[src/rtl/dual_issue_steer_if.sv]
// rtl/dual_issue_steer_if.sv - fetch-side and issue-side signal bundle for the dual-issue steering stage
interface dual_issue_steer_if #(
    parameter int DEPTH = 4
) ();
    localparam int OCC_W = $clog2(DEPTH) + 1;

    // Redirect
    logic             flush;
    // Fetch side
    logic [1:0]       f_valid;
    logic [31:0]      f_instr0;
    logic [31:0]      f_instr1;
    logic             f_ready;
    // Issue side
    logic             iss_ready;
    logic [31:0]      instrA;
    logic [31:0]      instrB;
    logic             validA;
    logic             validB;
    logic [1:0]       order;
    logic [OCC_W-1:0] occupancy;

    modport slave (
        input  flush,
        input  f_valid,
        input  f_instr0,
        input  f_instr1,
        output f_ready,
        input  iss_ready,
        output instrA,
        output instrB,
        output validA,
        output validB,
        output order,
        output occupancy
    );

    modport master (
        output flush,
        output f_valid,
        output f_instr0,
        output f_instr1,
        input  f_ready,
        output iss_ready,
        input  instrA,
        input  instrB,
        input  validA,
        input  validB,
        input  order,
        input  occupancy
    );
endinterface

[src/rtl/dual_issue_steer.sv]
// rtl/dual_issue_steer.sv - instruction queue plus pair/single issue steering into slots A and B
module dual_issue_steer #(
    parameter int          DEPTH = 4,
    parameter logic [31:0] NOP   = 32'h0000_0013
) (
    input  logic              clk,
    input  logic              rst_n,
    dual_issue_steer_if.slave bus
);
    localparam int PTR_W = $clog2(DEPTH);
    localparam int CNT_W = PTR_W + 1;

    localparam logic [6:0] OP_LOAD   = 7'b0000011;
    localparam logic [6:0] OP_STORE  = 7'b0100011;
    localparam logic [6:0] OP_BRANCH = 7'b1100011;
    localparam logic [6:0] OP_JAL    = 7'b1101111;
    localparam logic [6:0] OP_REG    = 7'b0110011;
    localparam logic [6:0] OP_IMM    = 7'b0010011;

    // Slot A only executes ALU and control-flow instructions; everything else is B-only.
    function automatic logic is_b_only(input logic [6:0] op);
        return !(op == OP_REG || op == OP_IMM || op == OP_BRANCH || op == OP_JAL);
    endfunction

    function automatic logic is_ctrl(input logic [6:0] op);
        return (op == OP_BRANCH) || (op == OP_JAL);
    endfunction

    function automatic logic writes_rd(input logic [6:0] op);
        return (op == OP_REG) || (op == OP_IMM) || (op == OP_LOAD) || (op == OP_JAL);
    endfunction

    function automatic logic reads_rs1(input logic [6:0] op);
        return op != OP_JAL;
    endfunction

    function automatic logic reads_rs2(input logic [6:0] op);
        return (op == OP_REG) || (op == OP_STORE) || (op == OP_BRANCH);
    endfunction

    // Queue storage and bookkeeping
    logic [31:0]      mem_q [DEPTH];
    logic [PTR_W-1:0] head_q, head_d;
    logic [PTR_W-1:0] tail_q, tail_d;
    logic [CNT_W-1:0] count_q, count_d;

    // Issue register
    logic [31:0]      instr_a_q, instr_a_d;
    logic [31:0]      instr_b_q, instr_b_d;
    logic             valid_a_q, valid_a_d;
    logic             valid_b_q, valid_b_d;
    logic [1:0]       order_q, order_d;

    // Combinational helpers
    logic             f_ready_w;
    logic [CNT_W-1:0] push_cnt;
    logic [CNT_W-1:0] pop_cnt;
    logic             advance;
    logic [PTR_W-1:0] head_p1;
    logic [PTR_W-1:0] tail_p1;
    logic [31:0]      i0, i1;
    logic [6:0]       op0, op1;
    logic [4:0]       rd0, rs1_1, rs2_1;
    logic             bo0, bo1;
    logic             raw_hazard;
    logic             pair_ok;

    assign head_p1 = head_q + PTR_W'(1);
    assign tail_p1 = tail_q + PTR_W'(1);

    assign i0    = mem_q[head_q];
    assign i1    = mem_q[head_p1];
    assign op0   = i0[6:0];
    assign op1   = i1[6:0];
    assign rd0   = i0[11:7];
    assign rs1_1 = i1[19:15];
    assign rs2_1 = i1[24:20];
    assign bo0   = is_b_only(op0);
    assign bo1   = is_b_only(op1);

    // Room for a full two-wide fetch is judged on the count before this cycle's pop.
    assign f_ready_w = (CNT_W'(DEPTH) - count_q) >= CNT_W'(2);

    // An empty issue register refills without waiting for decode.
    assign advance = bus.iss_ready || !(valid_a_q || valid_b_q);

    assign raw_hazard = writes_rd(op0) && (rd0 != 5'd0) &&
                        ((reads_rs1(op1) && (rs1_1 == rd0)) ||
                         (reads_rs2(op1) && (rs2_1 == rd0)));

    assign pair_ok = (count_q >= CNT_W'(2)) && !(bo0 && bo1) && !is_ctrl(op0) && !raw_hazard;

    // Number of fetch lanes accepted this cycle; 2'b10 is not a legal lane pattern and is ignored.
    always_comb begin
        push_cnt = '0;
        if (!bus.flush && f_ready_w) begin
            case (bus.f_valid)
                2'b01:   push_cnt = CNT_W'(1);
                2'b11:   push_cnt = CNT_W'(2);
                default: push_cnt = '0;
            endcase
        end
    end

    // Select the next issue-register contents and how many queue entries they consume.
    always_comb begin
        instr_a_d = instr_a_q;
        instr_b_d = instr_b_q;
        valid_a_d = valid_a_q;
        valid_b_d = valid_b_q;
        order_d   = order_q;
        pop_cnt   = '0;
        if (advance) begin
            instr_a_d = NOP;
            instr_b_d = NOP;
            valid_a_d = 1'b0;
            valid_b_d = 1'b0;
            order_d   = 2'b00;
            if (pair_ok) begin
                pop_cnt   = CNT_W'(2);
                valid_a_d = 1'b1;
                valid_b_d = 1'b1;
                if (bo0 && !bo1) begin
                    // Older instruction needs slot B, so the younger one takes A.
                    instr_a_d = i1;
                    instr_b_d = i0;
                    order_d   = 2'b10;
                end else begin
                    instr_a_d = i0;
                    instr_b_d = i1;
                    order_d   = 2'b01;
                end
            end else if (count_q != '0) begin
                pop_cnt = CNT_W'(1);
                if (bo0) begin
                    instr_b_d = i0;
                    valid_b_d = 1'b1;
                end else begin
                    instr_a_d = i0;
                    valid_a_d = 1'b1;
                end
            end
        end
    end

    // Pointer and count update; a flush discards everything including this cycle's fetch.
    always_comb begin
        head_d  = head_q + PTR_W'(pop_cnt);
        tail_d  = tail_q + PTR_W'(push_cnt);
        count_d = count_q - pop_cnt + push_cnt;
        if (bus.flush) begin
            head_d  = '0;
            tail_d  = '0;
            count_d = '0;
        end
    end

    // Queue data needs no reset: count_q alone decides which entries are meaningful.
    always_ff @(posedge clk) begin
        if (push_cnt != '0) begin
            mem_q[tail_q] <= bus.f_instr0;
        end
        if (push_cnt == CNT_W'(2)) begin
            mem_q[tail_p1] <= bus.f_instr1;
        end
    end

    // Control state and issue register, with flush overriding any advance.
    always_ff @(posedge clk or negedge rst_n) begin
        if (!rst_n) begin
            head_q    <= '0;
            tail_q    <= '0;
            count_q   <= '0;
            instr_a_q <= NOP;
            instr_b_q <= NOP;
            valid_a_q <= 1'b0;
            valid_b_q <= 1'b0;
            order_q   <= 2'b00;
        end else begin
            head_q  <= head_d;
            tail_q  <= tail_d;
            count_q <= count_d;
            if (bus.flush) begin
                instr_a_q <= NOP;
                instr_b_q <= NOP;
                valid_a_q <= 1'b0;
                valid_b_q <= 1'b0;
                order_q   <= 2'b00;
            end else begin
                instr_a_q <= instr_a_d;
                instr_b_q <= instr_b_d;
                valid_a_q <= valid_a_d;
                valid_b_q <= valid_b_d;
                order_q   <= order_d;
            end
        end
    end

    assign bus.f_ready   = f_ready_w;
    assign bus.instrA    = instr_a_q;
    assign bus.instrB    = instr_b_q;
    assign bus.validA    = valid_a_q;
    assign bus.validB    = valid_b_q;
    assign bus.order     = order_q;
    assign bus.occupancy = count_q;
endmodule

[src/flat_wrapper.sv]
// flat-port wrapper written by rule: the top's interface ports become plain ports
module dual_issue_steer_flat 
#(
    parameter int          DEPTH = 4,
    parameter logic [31:0] NOP   = 32'h0000_0013
)
  (clk, rst_n, bus_flush, bus_f_valid, bus_f_instr0, bus_f_instr1, bus_f_ready, bus_iss_ready, bus_instrA, bus_instrB, bus_validA, bus_validB, bus_order, bus_occupancy);
  dual_issue_steer_if #(.DEPTH(DEPTH)) bus_i ();
  input  logic clk;
  input  logic rst_n;
  input wire logic [$bits(bus_i.flush)-1:0] bus_flush;
  input wire logic [$bits(bus_i.f_valid)-1:0] bus_f_valid;
  input wire logic [$bits(bus_i.f_instr0)-1:0] bus_f_instr0;
  input wire logic [$bits(bus_i.f_instr1)-1:0] bus_f_instr1;
  output wire logic [$bits(bus_i.f_ready)-1:0] bus_f_ready;
  input wire logic [$bits(bus_i.iss_ready)-1:0] bus_iss_ready;
  output wire logic [$bits(bus_i.instrA)-1:0] bus_instrA;
  output wire logic [$bits(bus_i.instrB)-1:0] bus_instrB;
  output wire logic [$bits(bus_i.validA)-1:0] bus_validA;
  output wire logic [$bits(bus_i.validB)-1:0] bus_validB;
  output wire logic [$bits(bus_i.order)-1:0] bus_order;
  output wire logic [$bits(bus_i.occupancy)-1:0] bus_occupancy;
  assign bus_i.flush = bus_flush;
  assign bus_i.f_valid = bus_f_valid;
  assign bus_i.f_instr0 = bus_f_instr0;
  assign bus_i.f_instr1 = bus_f_instr1;
  assign bus_f_ready = bus_i.f_ready;
  assign bus_i.iss_ready = bus_iss_ready;
  assign bus_instrA = bus_i.instrA;
  assign bus_instrB = bus_i.instrB;
  assign bus_validA = bus_i.validA;
  assign bus_validB = bus_i.validB;
  assign bus_order = bus_i.order;
  assign bus_occupancy = bus_i.occupancy;
  dual_issue_steer #(.DEPTH(DEPTH), .NOP(NOP)) u_core (.clk(clk), .rst_n(rst_n), .bus(bus_i));
endmodule
[config.mk]
export PLATFORM = sky130hd
export DESIGN_NAME = dual_issue_steer_flat
export DESIGN_NICKNAME = d
export VERILOG_FILES = /design/src/rtl/dual_issue_steer_if.sv /design/src/rtl/dual_issue_steer.sv /design/src/flat_wrapper.sv
export SDC_FILE = /design/constraint.sdc
export NUM_CORES = 1
export LEC_CHECK = 0
export CAP_MARGIN = 20
export CELL_PAD_IN_SITES_DETAIL_PLACEMENT = 1
export CELL_PAD_IN_SITES_GLOBAL_PLACEMENT = 1
export CORE_MARGIN = 5
export CORE_UTILIZATION = 46
export DETAILED_ROUTE_END_ITERATION = 10
export GPL_TIMING_DRIVEN = 0
export PLACE_DENSITY = 0.78
export SETUP_SLACK_MARGIN = 0.5
export SLEW_MARGIN = 20
export SYNTH_ARGS = -nofsm -noshare
export SYNTH_HDL_FRONTEND = slang
export SYNTH_SLANG_ARGS = --single-unit
[constraint.sdc]
create_clock -name clk -period 4.43 [get_ports clk]
set_clock_uncertainty 0.1 [all_clocks]
set_input_delay 0.886 -clock clk [delete_from_list [all_inputs] [get_ports clk]]
set_output_delay 0.886 -clock clk [all_outputs]
set_load 0.03 [all_outputs]
# --- After elaboration in Yosys (flattened, before gate mapping) ---
# Memories as Yosys holds them, arrays and structs flattened.
# Cells that the tools add are included.
op_classes:
  n_addsub: 7
  n_mul: 0
  n_div: 0
  n_lt_le_gt_ge: 2
  n_eq_ne: 16
  n_shift: 0
  n_mux: 38
  bitwise: 0
  n_reduce_logical: 35
op_table:
  columns: ["cell", "n"]
  rows:
  - ["$mux W32", 12]
  - ["$eq A7 B7 Y1 const B", 4]
  - ["$eq A7 B6 Y1 const B", 3]
  - ["$mux W1", 15]
  - ["$eq A7 B5 Y1 const B", 2]
  - ["$logic_or A1 B1 Y1", 14]
  - ["$mux W2", 6]
  - ["$mux W3", 4]
  - ["$eq A5 B5 Y1", 2]
  - ["$logic_and A1 B1 Y1", 10]
  - ["$eq A7 B2 Y1 const B", 1]
  - ["$logic_not A1 Y1", 7]
  - ["$ne A7 B7 Y1 const B", 1]
  - ["$ge A3 B2 Y1 const B", 2]
  - ["$reduce_bool A3 Y1", 2]
  - ["$reduce_bool A5 Y1", 1]
  - ["$add A2 B1 Y2 const B", 2]
  - ["$add A2 B2 Y2", 2]
  - ["$pmux W2 S2", 1]
  - ["$add A3 B3 Y3", 1]
  - ["$eq A3 B2 Y1 const B", 1]
  - ["$sub A3 B3 Y3", 1]
  - ["$sub A3 B3 Y3 const A", 1]
  - ["$eq A2 B1 Y1 const B", 1]
  - ["other kinds (2)", 2]
totals:
  reg_bits: 75
  latch_bits: 0
  ramBits: 128
  rom_bits: 0
  input_bits: 70
  out_inout_bits: 72
  wordCells: 107
  n_memories: 1
memory_table:
  columns: ["name", "words", "word_bits", "read_ports", "rd_ports_with_merged_regs", "write_ports", "line", "text"]
  rows:
  - ["u_core.mem_q", 4, 32, 2, 0, 2, "dual_issue_steer.sv:42", "logic [31:0] mem_q [DEPTH];"]

# --- Logic depth before layout (Yosys ltp) ---
# Gate-level depths: netlist (run 1).
# An unclocked memory read counts as a cell.
depth:
  ltp_word: 17
  ltp_mapped: 15

# --- Worst setup path before layout (run 1) ---
# OpenSTA, ideal clock, no wires.
synth_path:
  path_kind: "register -> register"
  start: "reg u_core.head_q[0]"
  end: "reg u_core.count_q[2] (netlist: u_core.bus.occupancy[2])"
  setup_time_ns: 0.131
  t_arrival_ns: 3.609
  t_required_ns: 4.199
  slack_ns: 0.590
  path_stages_with_launch: 15
  path_cell_list: "dfrtp_1 buf_6 buf_4 mux4_2 xnor2_1 o211ai_1 nor4_1 o21a_1 buf_2 clkbuf_1 nor3_1 fa_1 fa_1 xnor2_1 nor2_1"
synth_via:
  elab_chain_len: 17
  word_cells_on_any_way: 46
  classes_between: "add/sub (3); eq/ne (13); mux (3); reduce/logical (26); memory (1)"
synth_lines:
  columns: ["item", "line", "text"]
  rows:
  - ["start, declared", "dual_issue_steer.sv:43", "logic [PTR_W-1:0] head_q, head_d;"]
  - ["start signal, assigned", "dual_issue_steer.sv:171", "head_q <= '0;"]
  - ["start signal, assigned", "dual_issue_steer.sv:180", "head_q <= head_d;"]
  - ["$add A2 B1 Y2", "dual_issue_steer.sv:68", "assign head_p1 = head_q + PTR_W'(1);"]
  - ["$mem_v2 Z4 W32 (*)", null, null]
  - ["$eq A7 B6 Y1 / $eq A7 B5 Y1 (equally long branches)", "dual_issue_steer.sv:22, dual_issue_steer.sv:38", null]
  - ["$logic_or A1 B1 Y1 (3 in series)", "dual_issue_steer.sv:22", "return !(op == OP_REG || op == OP_IMM || op == OP_BRANCH || op == OP_JAL);"]
  - ["$logic_not A1 Y1", "dual_issue_steer.sv:22", null]
  - ["$logic_and A1 B1 Y1", "dual_issue_steer.sv:91", "assign pair_ok = (count_q >= CNT_W'(2)) && !(bo0 && bo1) && !is_ctrl(op0) && !raw_hazard;"]
  - ["$logic_not A1 Y1", "dual_issue_steer.sv:91", null]
  - ["$logic_and A1 B1 Y1 (2 in series)", "dual_issue_steer.sv:91", null]
  - ["$logic_and A1 B1 Y1 (*)", "dual_issue_steer.sv:91", null]
  - ["$mux W3 (*)", "dual_issue_steer.sv:119", "if (pair_ok) begin"]
  - ["$mux W3 (*)", "dual_issue_steer.sv:113", "if (advance) begin"]
  - ["$sub A3 B3 Y3 (*)", "dual_issue_steer.sv:150", "count_d = count_q - pop_cnt + push_cnt;"]
  - ["$add A3 B3 Y3 (*)", "dual_issue_steer.sv:150", null]
  - ["$mux W3 (*)", "dual_issue_steer.sv:151", "if (bus.flush) begin"]
  - ["named net u_core.count_d[2]", "dual_issue_steer.sv:45", "logic [CNT_W-1:0] count_q, count_d;"]
  - ["end signal, assigned", "dual_issue_steer.sv:182", "count_q <= count_d;"]
  - ["end, declared", "dual_issue_steer.sv:45", null]
# The timed path passes the listed nets; every way through them passes the cells marked *.
# A chain may end at the register's enable or synchronous reset.

# --- Worst setup path after layout (run 1) ---
# Same ends and word-level chain as after synthesis.

==> metrics.md, run 1 <==
| Metric | Value |
|---|---|
| Outcome | finished clean |
| Final period demand of the worst path | 3.90 ns |
| Post-CTS Hold Buffers | 0 |
| Cell-by-cell listing of the critical path | buf_12, mux4_2, buf_4, xnor2_1, o211ai_1, nor4_4, o21a_1, buf_4, buf_8, nor3_4, fa_1, fa_1, xnor2_1, nor2_1 |
| Number of nets at the end of the flow | ~1100 |
| Final clock period utilization by the worst path | about 88% |
| Cell area after layout | 14500 sq um |
| Deepest clock path buffer count | 3 |
| Max Cap Violations | 0 |
| Synth Cell Area | 11400 sq um |
| Top cell type's share of synthesized area | around a third |
| Std-Cell Rows | 57 |
| WP data arrival | about 4.2 ns |
| Diodes inserted | 0 |
| Normalized max-slew margin | 36.4% |
| First-pass GRT wire length | ~58 mm |
| Final estimated routing congestion in global placement | just under 0.9 |
| Ys async rst share | 36.9% |
| Number of global-route vias before repair | about 9100 |
| Number of H-tree levels | 1 |
| Launching element type of the critical path | register |
| Total buffers and inverters traversed by the critical path | 4 |
| Clock tree from TritonCTS | built |
| Final count of hold timing violations | 0 |
| Library cell with the largest summed area after synthesis | edfxtp_1 |
| Count of routing violations after the opening detailed-route iteration | 941 |
| Number of max-slew violations in the final report | 0 |
| Crit-path max FO | 8 |
| Standard cell with the maximum stage delay on the critical path | mux4_2 |
| Post-place instance area | between 10000 and 15000 sq um |
| Core ar. | about 24000 sq um |
| RSZ-0062 raised after global routing | false |
| Die span in x | between 150 and 200 microns |
| CTS Buf Count | 24 |
| Chip Height | 167 microns |
| Required time at the worst-slack endpoint | 4.71 ns |
| Count of unresolved DRC violations after routing | 0 |
| Delay-heaviest family, CP | adder cells |
| Synthesis-stage register bit count | a little over 200 |
| Mean number of vias per cell | roughly 6.3 |
| Total die area | between 20000 and 30000 sq um |
| DR pass1 iterations | 5 |
| Post-Route WL | 38.3 mm |
| Number of primary I/O pins | 142 |
| Number of cells in the finished layout apart from fillers | 1391 |
| EDFF count, synth | 128 |
| Clock sink total | 203 |
| HPWL Detailed | 27.5 mm |
| Crit Path Class | reg -> reg |
| Routed via count | 8756 |
| Effective utilization at floorplan | 46.7% |
| Highest achievable clock rate | 256 MHz |
| Largest stage delay on the critical path | around 0.54 ns |
| Static leakage | 5.20 nW |
| Min-delay worst type | in -> async |
| Overflow left after global routing | 0 |
| Count of distinct cell types in the synthesized netlist | 56 |
| Area Overhead vs Synth | 27.4% |
| Ys flop type | edfxtp_1 |
| Routed WL per cell | around 28 microns |
| Fraction of layout cells with a size suffix above 1 | between 20 and 30% |
| Worst hold slack | roughly 0.17 ns |
| Fill count | 2402 |
| Worst-Margin Slew | 0.953 ns |
| Number of buffers inserted by port buffering | 140 |
| Number of cells produced by synthesis | 863 |
| Proportion of synthesized chip area in sequential cells | 50.3% |
| Cell with the most instances after synthesis | mux2_2 |
| Largest voltage drop on the vdd net | 0.000255 V |
| Total Routing Usage GR | about a quarter |
| Post-synthesis average cell area | 13.2 sq um |
| Root buffer cell | clkbuf_16 |
| # placed instances | 1333 |
| Setup-violating endpoint count in the final report | 0 |
| Skew-Pair Late Insertion Delay | roughly 0.53 ns |
| Top post-synthesis cells by area | edfxtp_1, dfrtp_1, mux2_2, mux4_2, o31a_1 |
| Antenna violations before repair | 0 |
| Areal power density over the cells | 555 nW/um^2 |
| Syn Nets | 940 |
| Ys Warns | 0 |
| Largest net degree at the start of global routing | 56 |
| Ranking of synthesized cells by instance count | mux2_2, edfxtp_1, dfrtp_1 |
| Clock edge transition at the registers on the reported setup and hold paths | ~0.060 ns |
| Critical path capture point type | register |
| Number of nets with antenna violations after detailed routing | 0 |
-- kinds of logic after synthesis --
kind of cell,share of synthesized area (%)
mux,25.5
xor+xnor,1.31
simple gates,5.74
compound gates,12.6
fa+ha+maj,0.900
buf+inv,3.78
flops,50.3
-- flip-flops by register name, indices dropped and copies added (netlist names), 2 cells and up --
signal / count
u_core.bus.occupancy: 3
u_core.mem_q: 128
u_core.tail_q: 2
u_core.bus.instrA: 32
u_core.bus.order: 2
u_core.bus.instrB: 32
u_core.head_q: 2
-- layer usage --
metal | vias to the layer above | part of all wire [%] | global-route usage (%)
met5 | - | 0 | 0
met4 | 0 | 2.6 | 7.41
met1 | 4532 | 41 | 35.8
met2 | 415 | 48 | 43.5
li1 | 3740 | - | -
met3 | 69 | 8.5 | 5.45
-- worst paths after layout --
check / end / slack, ns / depth (start not counted) / from
min reg2reg: u_core.bus.order[1]$_DFFE_PN0P_ / 0.40 / 2 / u_core.bus.order[1]$_DFFE_PN0P_
min in group clk: u_core.bus.order[1]$_DFFE_PN0P_ / 0.40 / 2 / u_core.bus.order[1]$_DFFE_PN0P_
max in group asynchronous: u_core.bus.instrA[4]$_DFFE_PN1P_ / 3.45 / 2 / rst_n
max: u_core.bus.occupancy[2]$_DFF_PN0_ / 0.53 / 14 / u_core.head_q[0]$_DFF_PN0_
max reg2reg: u_core.bus.occupancy[2]$_DFF_PN0_ / 0.53 / 14 / u_core.head_q[0]$_DFF_PN0_
min: u_core.head_q[1]$_DFF_PN0_ / 0.17 / 1 / rst_n
-- per-stage QoR --
stage	worst slack (ns)	power, mW	utilization, %	setup TNS (ns)
after floorplan	0.590	4.41	-	0
after global placement	-0.684	5.50	54.1	-72.33
after detailed placement	-0.428	5.63	54.9	-0.790
after CTS	0.487	7.89	58.9	0
after global routing	0.427	8.36	59.5	0
final	0.528	8.06	59.5	0
-- report_power, final --
| part | total [mW] | internal [mW] | switching [mW] |
|---|---|---|---|
| combinational | 3.40 | 1.40 | 2.00 |
| sequential | 2.50 | 2.32 | 0.178 |
| clock | 2.16 | 1.34 | 0.829 |
-- cell usage in the layout, fill, tap and decap left out, drive strengths merged, types with 4 or more instances in the layout --
cell type      synthesis  routed
nor2b                  6       6
o31a                  49      49
dfrtp                 69      69
o31ai                  9       9
and2                   4       4
xnor2                 11      11
or3                    5       5
inv                   38      38
nand2b                 5       5
nand2                 67      67
buf                   30      49
bufinv                 0       5
o21ai                 60      60
nor2                  21      21
clkinv                 0       7
a22oi                 54      54
o21a                   4       4
a21oi                 10      10
mux4                  64      64
mux2                 129     129
clkdlybuf4s50          0     139
nand3                  8       8
xor2                   6       6
ha                     5       5
edfxtp               128     128
clkbuf                35      65
nand4                  4       4
dfstp                  6       6
-- area by class of cell --
class | instances | area (sq um) | share of cell area [%]
sequential | 203 | 5730 | 39.5
multi-input combinational | 557 | 5360 | 36.9
timing repair buffer | 160 | 1680 | 11.6
clock buffer | 29 | 651 | 4.48
tap | 324 | 405 | 2.79
buffer | 65 | 345 | 2.38
clock inverter | 15 | 206 | 1.42
inverter | 38 | 143 | 0.982
-- timing repair --
item	CTS	global route
pin swaps	0	8
gates resized for setup	21	19
buffers inserted	5	8
endpoints found under the setup margin	65	2
cloned	0	1
Power figures use the tool's default switching activity.
==> inputs of run 2 (changes only) <==
- MAX_ROUTING_LAYER: default -> met4
- SLEW_MARGIN: 20 -> default
==> metrics.md, run 2 (same netlist as run 1, synthesis figures left out) <==
| Metric | Value |
|---|---|
| Critical path capture point type | register |
| Share of the core filled with cells in the final layout | 59.0% |
| RSZ-0062 raised after global routing | false |
| Chip Height | 167 microns |
| Launching element type of the critical path | register |
| HPWL Detailed | 27.6 mm |
| Skew-Pair Late Insertion Delay | approximately 0.53 ns |
| Clock tree from TritonCTS | built |
| DR pass1 iterations | 5 |
| Number of global-route vias before repair | ~9000 |
| Std-Cell Rows | 57 |
| Total Routing Usage GR | between 20% and 30% |
| Number of max-slew violations in the final report | 0 |
| Most flop-heavy register | u_core.mem_q |
| Outcome | finished clean |
| Min-delay worst type | in -> async |
| Number of cells in the finished layout apart from fillers | ~1400 |
| Number of nets at the end of the flow | between 1000 and 1500 |
| Final count of hold timing violations | 0 |
| Post-CTS Hold Buffers | 0 |
| Final clock period utilization by the worst path | 86.3% |
| Largest voltage drop on the vdd net | between 0.0002 and 0.00025 V |
| Largest net degree at the start of global routing | 70 |
| Setup-violating endpoint count in the final report | 0 |
| WP data arrival | 4.11 ns |
| Final estimated routing congestion in global placement | 0.886 |
| Highest achievable clock rate | 262 MHz |
| CTS Buf Count | 23 |
| Static leakage | 5.16 nW |
| Post-Route WL | 38.4 mm |
| Worst Setup Slack post-DPL | -0.448 ns |
| Crit-path max FO | 8 |
| Clock edge transition at the registers on the reported setup and hold paths | 0.06 ns |
| Count of unresolved DRC violations after routing | 0 |
| Root buffer cell | clkbuf_16 |
| Effective utilization at floorplan | about 47% |
| Area Overhead vs Synth | 26.2% |
| Final worst-path setup slack | 0.606 ns |
| Core ar. | 24400 sq um |
| Required time at the worst-slack endpoint | ~4.7 ns |
| Worst-Margin Slew | 1.09 ns |
| Routed via count | slightly below 9000 |
| Number of primary I/O pins | approximately 140 |
| Most common cell after layout, fill and taps aside | clkdlybuf4s50_1 |
| Deepest clock path buffer count | 3 |
| Number of H-tree levels | 1 |
| # placed instances | 1332 |
| Areal power density over the cells | 540 nW/um^2 |
| Overflow left after global routing | 0 |
| Mean number of vias per cell | 6.27 |
| Antenna violations before repair | 0 |
| Routed WL per cell | about 28 microns |
| Diodes inserted | 0 |
| Final period demand of the worst path | 3.82 ns |
| Number of nets with antenna violations after detailed routing | 0 |
| Normalized max-slew margin | ~28% |
| Die span in x | around 170 microns |
| Number of buffers inserted by port buffering | 140 |
| Count of routing violations after the opening detailed-route iteration | 1087 |
| Crit Path Class | reg -> reg |
| Clock sink total | 203 |
| Total die area | 28000 sq um |
| Most frequent cells in the layout | clkdlybuf4s50_1, mux2_2, edfxtp_1 |
| Fraction of layout cells with a size suffix above 1 | roughly 28% |
| Max Cap Violations | 0 |
| First-pass GRT wire length | 56.9 mm |
| Number of flip-flops under the largest register name | 128 |
[run 2: worst paths after layout]
check                           slack, ns  cells past startpoint                                 to                             start
worst max-delay path                 0.61                     14  u_core.bus.occupancy[2]$_DFF_PN0_        u_core.head_q[0]$_DFF_PN0_
worst min-delay path                 0.08                      1         u_core.tail_q[0]$_DFF_PN0_                             rst_n
worst max register to register       0.61                     14  u_core.bus.occupancy[2]$_DFF_PN0_        u_core.head_q[0]$_DFF_PN0_
worst min register to register       0.41                      2   u_core.bus.instrB[1]$_DFFE_PN1P_  u_core.bus.instrB[1]$_DFFE_PN1P_
max in group asynchronous            3.56                      2   u_core.bus.instrA[4]$_DFFE_PN1P_                             rst_n
min in group clk                     0.41                      2   u_core.bus.instrB[1]$_DFFE_PN1P_  u_core.bus.instrB[1]$_DFFE_PN1P_
[run 2: repair_timing]
item / CTS / global route
buffers inserted: 8 / 13
cloned: 0 / 1
endpoints found under the setup margin: 71 / 3
pin swaps: 2 / 11
resized for setup: 24 / 13
[run 2: metal layers]
| layer | vias to the layer above | track usage (%) | part of all wire, % |
|---|---|---|---|
| met2 | 462 | 43.4 | 48 |
| met5 | - | - | 0 |
| met4 | 0 | 5.33 | 2.2 |
| met1 | 4467 | 38.1 | 42 |
| met3 | 64 | 2.81 | 8.0 |
| li1 | 3750 | - | - |
[run 2: where the power goes]
| group | internal [mW] | switching [mW] |
|---|---|---|
| sequential | 2.32 | 0.180 |
| clock | 1.07 | 0.795 |
| combinational | 1.42 | 1.99 |
[run 2: area by class of cell]
class | instances | area [sq um]
Buffer | 65 | 342
Inverter | 38 | 143
Tap cell | 324 | 405
Clock inverter | 12 | 109
Multi-Input combinational cell | 557 | 5350
Clock buffer | 29 | 598
Timing Repair Buffer | 167 | 1700
Fill cell | 2415 | 10000
Sequential cell | 203 | 5730
[run 2: worst max-delay path, cell delays in order (launching register included)]
cell and delay, ns:
dfrtp_2 0.47, buf_12 0.16, mux4_2 0.57, buf_4 0.19, xnor2_1 0.18, nand3_1 0.17, nor4_4 0.27, o21a_1 0.17
buf_4 0.16, buf_8 0.13, nor3_4 0.04, fa_1 0.50, fa_1 0.39, xnor2_1 0.14, nor2_1 0.05
[run 2: stage by stage]
| step | hold WS (ns) | total power [mW] | TNS (ns) | area [sq um] |
|---|---|---|---|---|
| final | 0.0808 | 7.77 | 0 | 14400 |
| after global routing | 0.0783 | 8.06 | 0 | 14400 |
| after CTS | 0.0727 | 7.60 | 0 | 14200 |
| after detailed placement | 0.396 | 5.63 | -0.836 | 13400 |
| after global placement | 0.388 | 5.50 | -72.33 | 13200 |
| after floorplan | 0.457 | 4.41 | 0 | 11400 |
==> edit 1 (settings of run 1) <==
Reset style: synchronous (`rst_n`), changed in one clocked block.
--- a/src/rtl/dual_issue_steer.sv
+++ b/src/rtl/dual_issue_steer.sv
@@ -166,7 +166,7 @@
     end
 
     // Control state and issue register, with flush overriding any advance.
-    always_ff @(posedge clk or negedge rst_n) begin
+    always_ff @(posedge clk) begin
         if (!rst_n) begin
             head_q    <= '0;
             tail_q    <= '0;
Formal check against the unedited RTL: differs if rst_n is asserted again (counterexample within 4 cycles, from zero or initial values and one cycle with rst_n low); with rst_n held inactive, the same outputs for 4 cycles.
==> edit 1 against run 1 <==
  * Power is 17% lower
  * Design area is 7.8% lower
  * Sequential cell count stayed put
  * Via count is 8.4% lower
  * Clock power is 14% lower
  * Worst setup slack better by 0.079 ns
  * Sequential share of layout area is 0.50 points higher
  * Synthesized area is 7.7% lower
  * Routed wire length is 10% lower
==> edit 1: results <==
[final_layout]
fin_nets = 1066
drive_above_1_share_pct = 29.4
largest_reg_flops = 128
instances_no_fill = 1290
n_antenna_cell = 0
fillCellCount = 2220

[worst_setup_path]
path_max_fanout = 7
critPathMaxStageDelay_ns = 0.56
cp_data_arrival_time_ns = 4.11

[power]
p_leak_nw = 4.44
peakVddDrop_mv = 0.291
p_seq_share_pct = 35.6
p_int_w = 0.00433
power_w = 0.00665
comb_power_share_pct = 36.5

[global_route]
use_met1_pct = 35.2
grt_max_degree = 21
grt.total_usage_pct = 25.6
met3_usage_pct = 4.67
grt_pass1_wl_microns = 51100
grt_pass1_vias = 8270
use_met2_pct = 42.1

[logic_synthesis]
synth_mux_area_share_pct = 26.1
ys_types = 53
synth_xor_xnor_area_share_pct = 1.50
synth_nets = 880
synth_fa_ha_area_share_pct = 0.975
synth_compound_area_share_pct = 10.9
synth_area_leaders = edfxtp_1 37%, mux2_2 15%, dfxtp_1 14%
synth_area_per_cell_sq_um = 13.1
async_reset_ff_share_pct = 0
ys_top_cells_by_count = 138 x mux2_2, 128 x edfxtp_1, 75 x dfxtp_1, 65 x nor2_1, 53 x o21ai_0
yosysSeqAreaShare_pct = 50.8

[placed_design]
dp.cells = 1233
portBuffers = 141
hpwl_microns = 24500
placed_area_sq_um = 12400
dpl_worst_slack_ns = 0.170
routabilityCongestion = 0.868

[route]
totalWireLength_microns = 34400
drt-pass1-iter-count = 6
routed-wl-met3_microns = 2850
drtIter0Drc = 674
met1Wirelength_microns = 14600
via_per_inst = 6.22
routed-wl-met2_microns = 16100

[worst_hold_path]
hp-class = reg -> reg

[clock_tree]
numCtsBuffers = 23

[sta]
worst_pin_slew_ns = 0.976

[run_status]
status = finished clean
-- edit 1: cell types whose count changed after synthesis, sizes merged, moves of 21 or more --
| cell | run 1 | this run |
|---|---|---|
| nor2 | 21 | 65 |
| a22oi | 54 | 5 |
| a221oi | 0 | 31 |
| nand2 | 67 | 27 |
| dfxtp | 0 | 75 |
| o31a | 49 | 0 |
| inv | 38 | 17 |
| dfrtp | 69 | 0 |
-- edit 1: kinds of logic after synthesis --
| group | Yosys count |
|---|---|
| AND/OR/NAND/NOR | 133 |
| AO/OA/AOI/OAI | 160 |
| XOR/XNOR | 18 |
| buffers and inverters | 80 |
| multiplexers | 202 |
| adder cells (fa/ha/maj) | 7 |
| flip-flops | 203 |
-- edit 1: final timing paths --
path                        start                       to  slack, ns  cells past startpoint
max              u_core.head_q[0]  u_core.bus.occupancy[2]       0.61                     15
max reg2reg      u_core.head_q[0]  u_core.bus.occupancy[2]       0.61                     15
min reg2reg  u_core.bus.instrA[1]     u_core.bus.instrA[1]       0.35                      1
min          u_core.bus.instrA[1]     u_core.bus.instrA[1]       0.35                      1
-- edit 1: layout make-up --
type	instances	area [sq um]	share of cell area (%)
multi-input cells	520	4880	36.5
flip-flops and latches	203	5350	40.0
repair buffers	161	1650	12.3
clock buffers	30	602	4.50
inverters	17	63.8	0.477
clock inverters	11	106	0.795
plain buffers	63	374	2.80
well taps	285	357	2.66
-- edit 1: critical path: cells and delay by family, from the launching register on --
kind | cells | cell delay [ns]
mux | 1 | 0.56
simple gates | 5 | 1.03
fa+ha+maj | 2 | 0.89
xor+xnor | 2 | 0.29
compound gates | 2 | 0.20
buf+inv | 3 | 0.31
flops | 1 | 0.33
-- edit 1: what timing repair did --
action,CTS,global route
pin swaps,4,9
resized for setup,14,17
endpoints found under the setup margin,2,14
setup buffers,7,9
==> edit 2 (settings of run 1) <==
Without the edit above. `DEPTH` is set to 4 in 3 places; all go to 8.
--- a/src/rtl/dual_issue_steer_if.sv
+++ b/src/rtl/dual_issue_steer_if.sv
@@ -1,6 +1,6 @@
 // rtl/dual_issue_steer_if.sv - fetch-side and issue-side signal bundle for the dual-issue steering stage
 interface dual_issue_steer_if #(
-    parameter int DEPTH = 4
+    parameter int DEPTH = 8
 ) ();
     localparam int OCC_W = $clog2(DEPTH) + 1;
 
--- a/src/rtl/dual_issue_steer.sv
+++ b/src/rtl/dual_issue_steer.sv
@@ -1,6 +1,6 @@
 // rtl/dual_issue_steer.sv - instruction queue plus pair/single issue steering into slots A and B
 module dual_issue_steer #(
-    parameter int          DEPTH = 4,
+    parameter int          DEPTH = 8,
     parameter logic [31:0] NOP   = 32'h0000_0013
 ) (
     input  logic              clk,
--- a/src/flat_wrapper.sv
+++ b/src/flat_wrapper.sv
@@ -1,7 +1,7 @@
 // flat-port wrapper written by rule: the top's interface ports become plain ports
 module dual_issue_steer_flat 
 #(
-    parameter int          DEPTH = 4,
+    parameter int          DEPTH = 8,
     parameter logic [31:0] NOP   = 32'h0000_0013
 )
   (clk, rst_n, bus_flush, bus_f_valid, bus_f_instr0, bus_f_instr1, bus_f_ready, bus_iss_ready, bus_instrA, bus_instrB, bus_validA, bus_validB, bus_order, bus_occupancy);
Ports: changed (resized bus_occupancy); port bits go from 142 to 143. No check against the original RTL was run, so the function may have changed too.
==> edit 2 against run 1 <==
  * The flow now finishes with violations (setup timing)
  * Synthesized area increased by 67%
  * Routed wire length increased by 78%
  * Sequential cell count increased by 131
  * Worst setup slack got worse by 0.93 ns
  * Power increased by 71%
  * Count of clock-buffer cells in the layout increased by 28
  * Sequential share of layout area increased by 0.18 points
  * Design area increased by 68%
==> edit 2: results <==
[placed_design]
hpwl_microns = 44200
placed_area_sq_um = 21700
dp.cells = 1982
dpl_worst_slack_ns = -1.24
routabilityCongestion = 0.843
portBuffers = 141

[global_route]
antenna_found_initial = 2
grt.total_usage_pct = 27.9
grt_pass1_vias = 14000
grt_pass1_wl_microns = 93700
grt_max_degree = 41

[clock_tree]
clockBufferDepth = 3
cts_root_buf = clkbuf_16
clk_pin_slew_worst_paths_ns = 0.06
clock_latency_ns = 0.55
h-tree-depth = 2
numCtsBuffers = 38

[logic_synthesis]
ys_types = 58
synth_edf_count = 256
synth_nets = 1377
yosysWarnings = 0
yosysSeqAreaShare_pct = 50.8
synth_area_per_cell_sq_um = 14.7
async_reset_ff_share_pct = 23.4
ys_top_cells_by_count = 326 x mux2_2, 256 x edfxtp_1, 128 x nand2_1, 112 x mux4_2, 72 x dfrtp_1
synthFlopType = edfxtp_1
synth_area_leaders = edfxtp_1 40%, mux2_2 19%, mux4_2 13%

[route]
dr_total_vias = 13500
drt-pass1-iter-count = 5
totalWireLength_microns = 68100
wl_per_cell_microns = 32.3
drtIter0Drc = 1395

[sta]
max_slew_margin_pct = 19.9
setup_viol = 37
worst_slack_ns = -0.402

[worst_setup_path]
crit_type = reg -> reg
rr_startpoint = u_core.head_q[0]
crit_family = adder cells
critPathMaxStageDelay_ns = 0.58
r2r-end = u_core.bus.occupancy[3]
slowest_stage = mux4_2
reg2reg_depth = 20
cp_data_arrival_time_ns = 5.16
path_max_fanout = 10

[final_layout]
fillCellCount = 3771
drive_above_1_share_pct = 47.4
fin_nets = 1633
largest_reg_flops = 256
regMostFlops = u_core.mem_q

[worst_hold_path]
hp-class = in -> async

[run_status]
violations = setup timing
status = complete, but fails checks

[power]
p_leak_nw = 8.48
peakVddDrop_mv = 0.307
[edit 2: cell families (layout without fill, tap and decap cells)]
family	after synthesis	count (layout)	synth area share (%)
buffers and inverters	107	388	2.64
muxes	512	512	36.6
xor gates and xnor gates	20	20	0.922
AOI/OAI and AO/OA	94	94	2.93
DFF	334	334	50.8
adders and majority gates	15	15	1.15
and+or+nand+nor	210	211	4.98
other	0	1	0
[edit 2: worst min-delay path by stage]
| stage | to | slack, ns | startpoint |
|---|---|---|---|
| floorplan | u_core.bus.instrA[10] | 0.49 | rst_n |
| global placement | u_core.bus.instrA[3] | 0.37 | u_core.bus.instrA[3] |
| detailed placement | u_core.bus.instrA[7] | 0.37 | u_core.bus.instrA[7] |
| CTS | u_core.bus.order[1] | 0.23 | rst_n |
| global route | u_core.bus.instrA[27] | 0.26 | rst_n |
| finish | u_core.bus.instrB[29] | 0.22 | rst_n |
[edit 2: metrics by stage]
stage	TNS [ns]	utilization (%)
finish	-7.00	59.6
global route	-10.35	59.6
CTS	-0.772	57.4
detailed placement	-84.73	53.1
global placement	-231.65	51.9
floorplan	-0.0566	-
[edit 2: final cells by class]
type / count / area [sq um] / area share, %
Inverter: 19 / 77.6 / 0.319
Sequential cell: 334 / 9650 / 39.6
Buffer: 88 / 727 / 2.99
Tap cell: 532 / 666 / 2.73
Antenna cell: 1 / 2.50 / 0.0103
Clock inverter: 9 / 45.0 / 0.185
Clock buffer: 57 / 1120 / 4.61
Timing Repair Buffer: 215 / 2500 / 10.3
Multi-Input combinational cell: 852 / 9550 / 39.2
[edit 2: report_power, final]
part	switching, W	total (W)	internal [W]
registers	0.000186	0.00388	0.00369
clock network	0.00130	0.00304	0.00175
logic	0.00369	0.00685	0.00316
[edit 2: worst reg2reg max path, stage by stage (launching register included)]
cell and delay, ns:
dfrtp_2 0.47, ha_4 0.31, buf_12 0.13, buf_12 0.14
buf_12 0.15, mux2_2 0.34, mux4_2 0.58, xnor2_2 0.19
nor3_2 0.32, nand4_1 0.21, a21oi_4 0.22, nor2_4 0.08
nand2_2 0.10, inv_2 0.05, fa_1 0.50, inv_2 0.07
ha_4 0.21, a21o_1 0.18, a21oi_2 0.15, xnor2_1 0.15
nor2_1 0.06
[edit 2: timing repair]
action                                 CTS  global route
setup endpoints to repair              436           393
hold buffers                             0             0
endpoints found under the hold margin    0             0
cloned                                   1            12
setup buffers                           18            26
pin swaps                               17            18
resized for setup                      112           144
[edit 2: metal layers]
layer / GRT usage, % / vias to the layer above / wire (microns)
li1: - / 5539 / -
met5: 0 / - / 20
met3: 5.27 / 190 / 5930
met2: 47.0 / 777 / 33500
met1: 36.6 / 6942 / 25600
met4: 9.63 / 2 / 3110
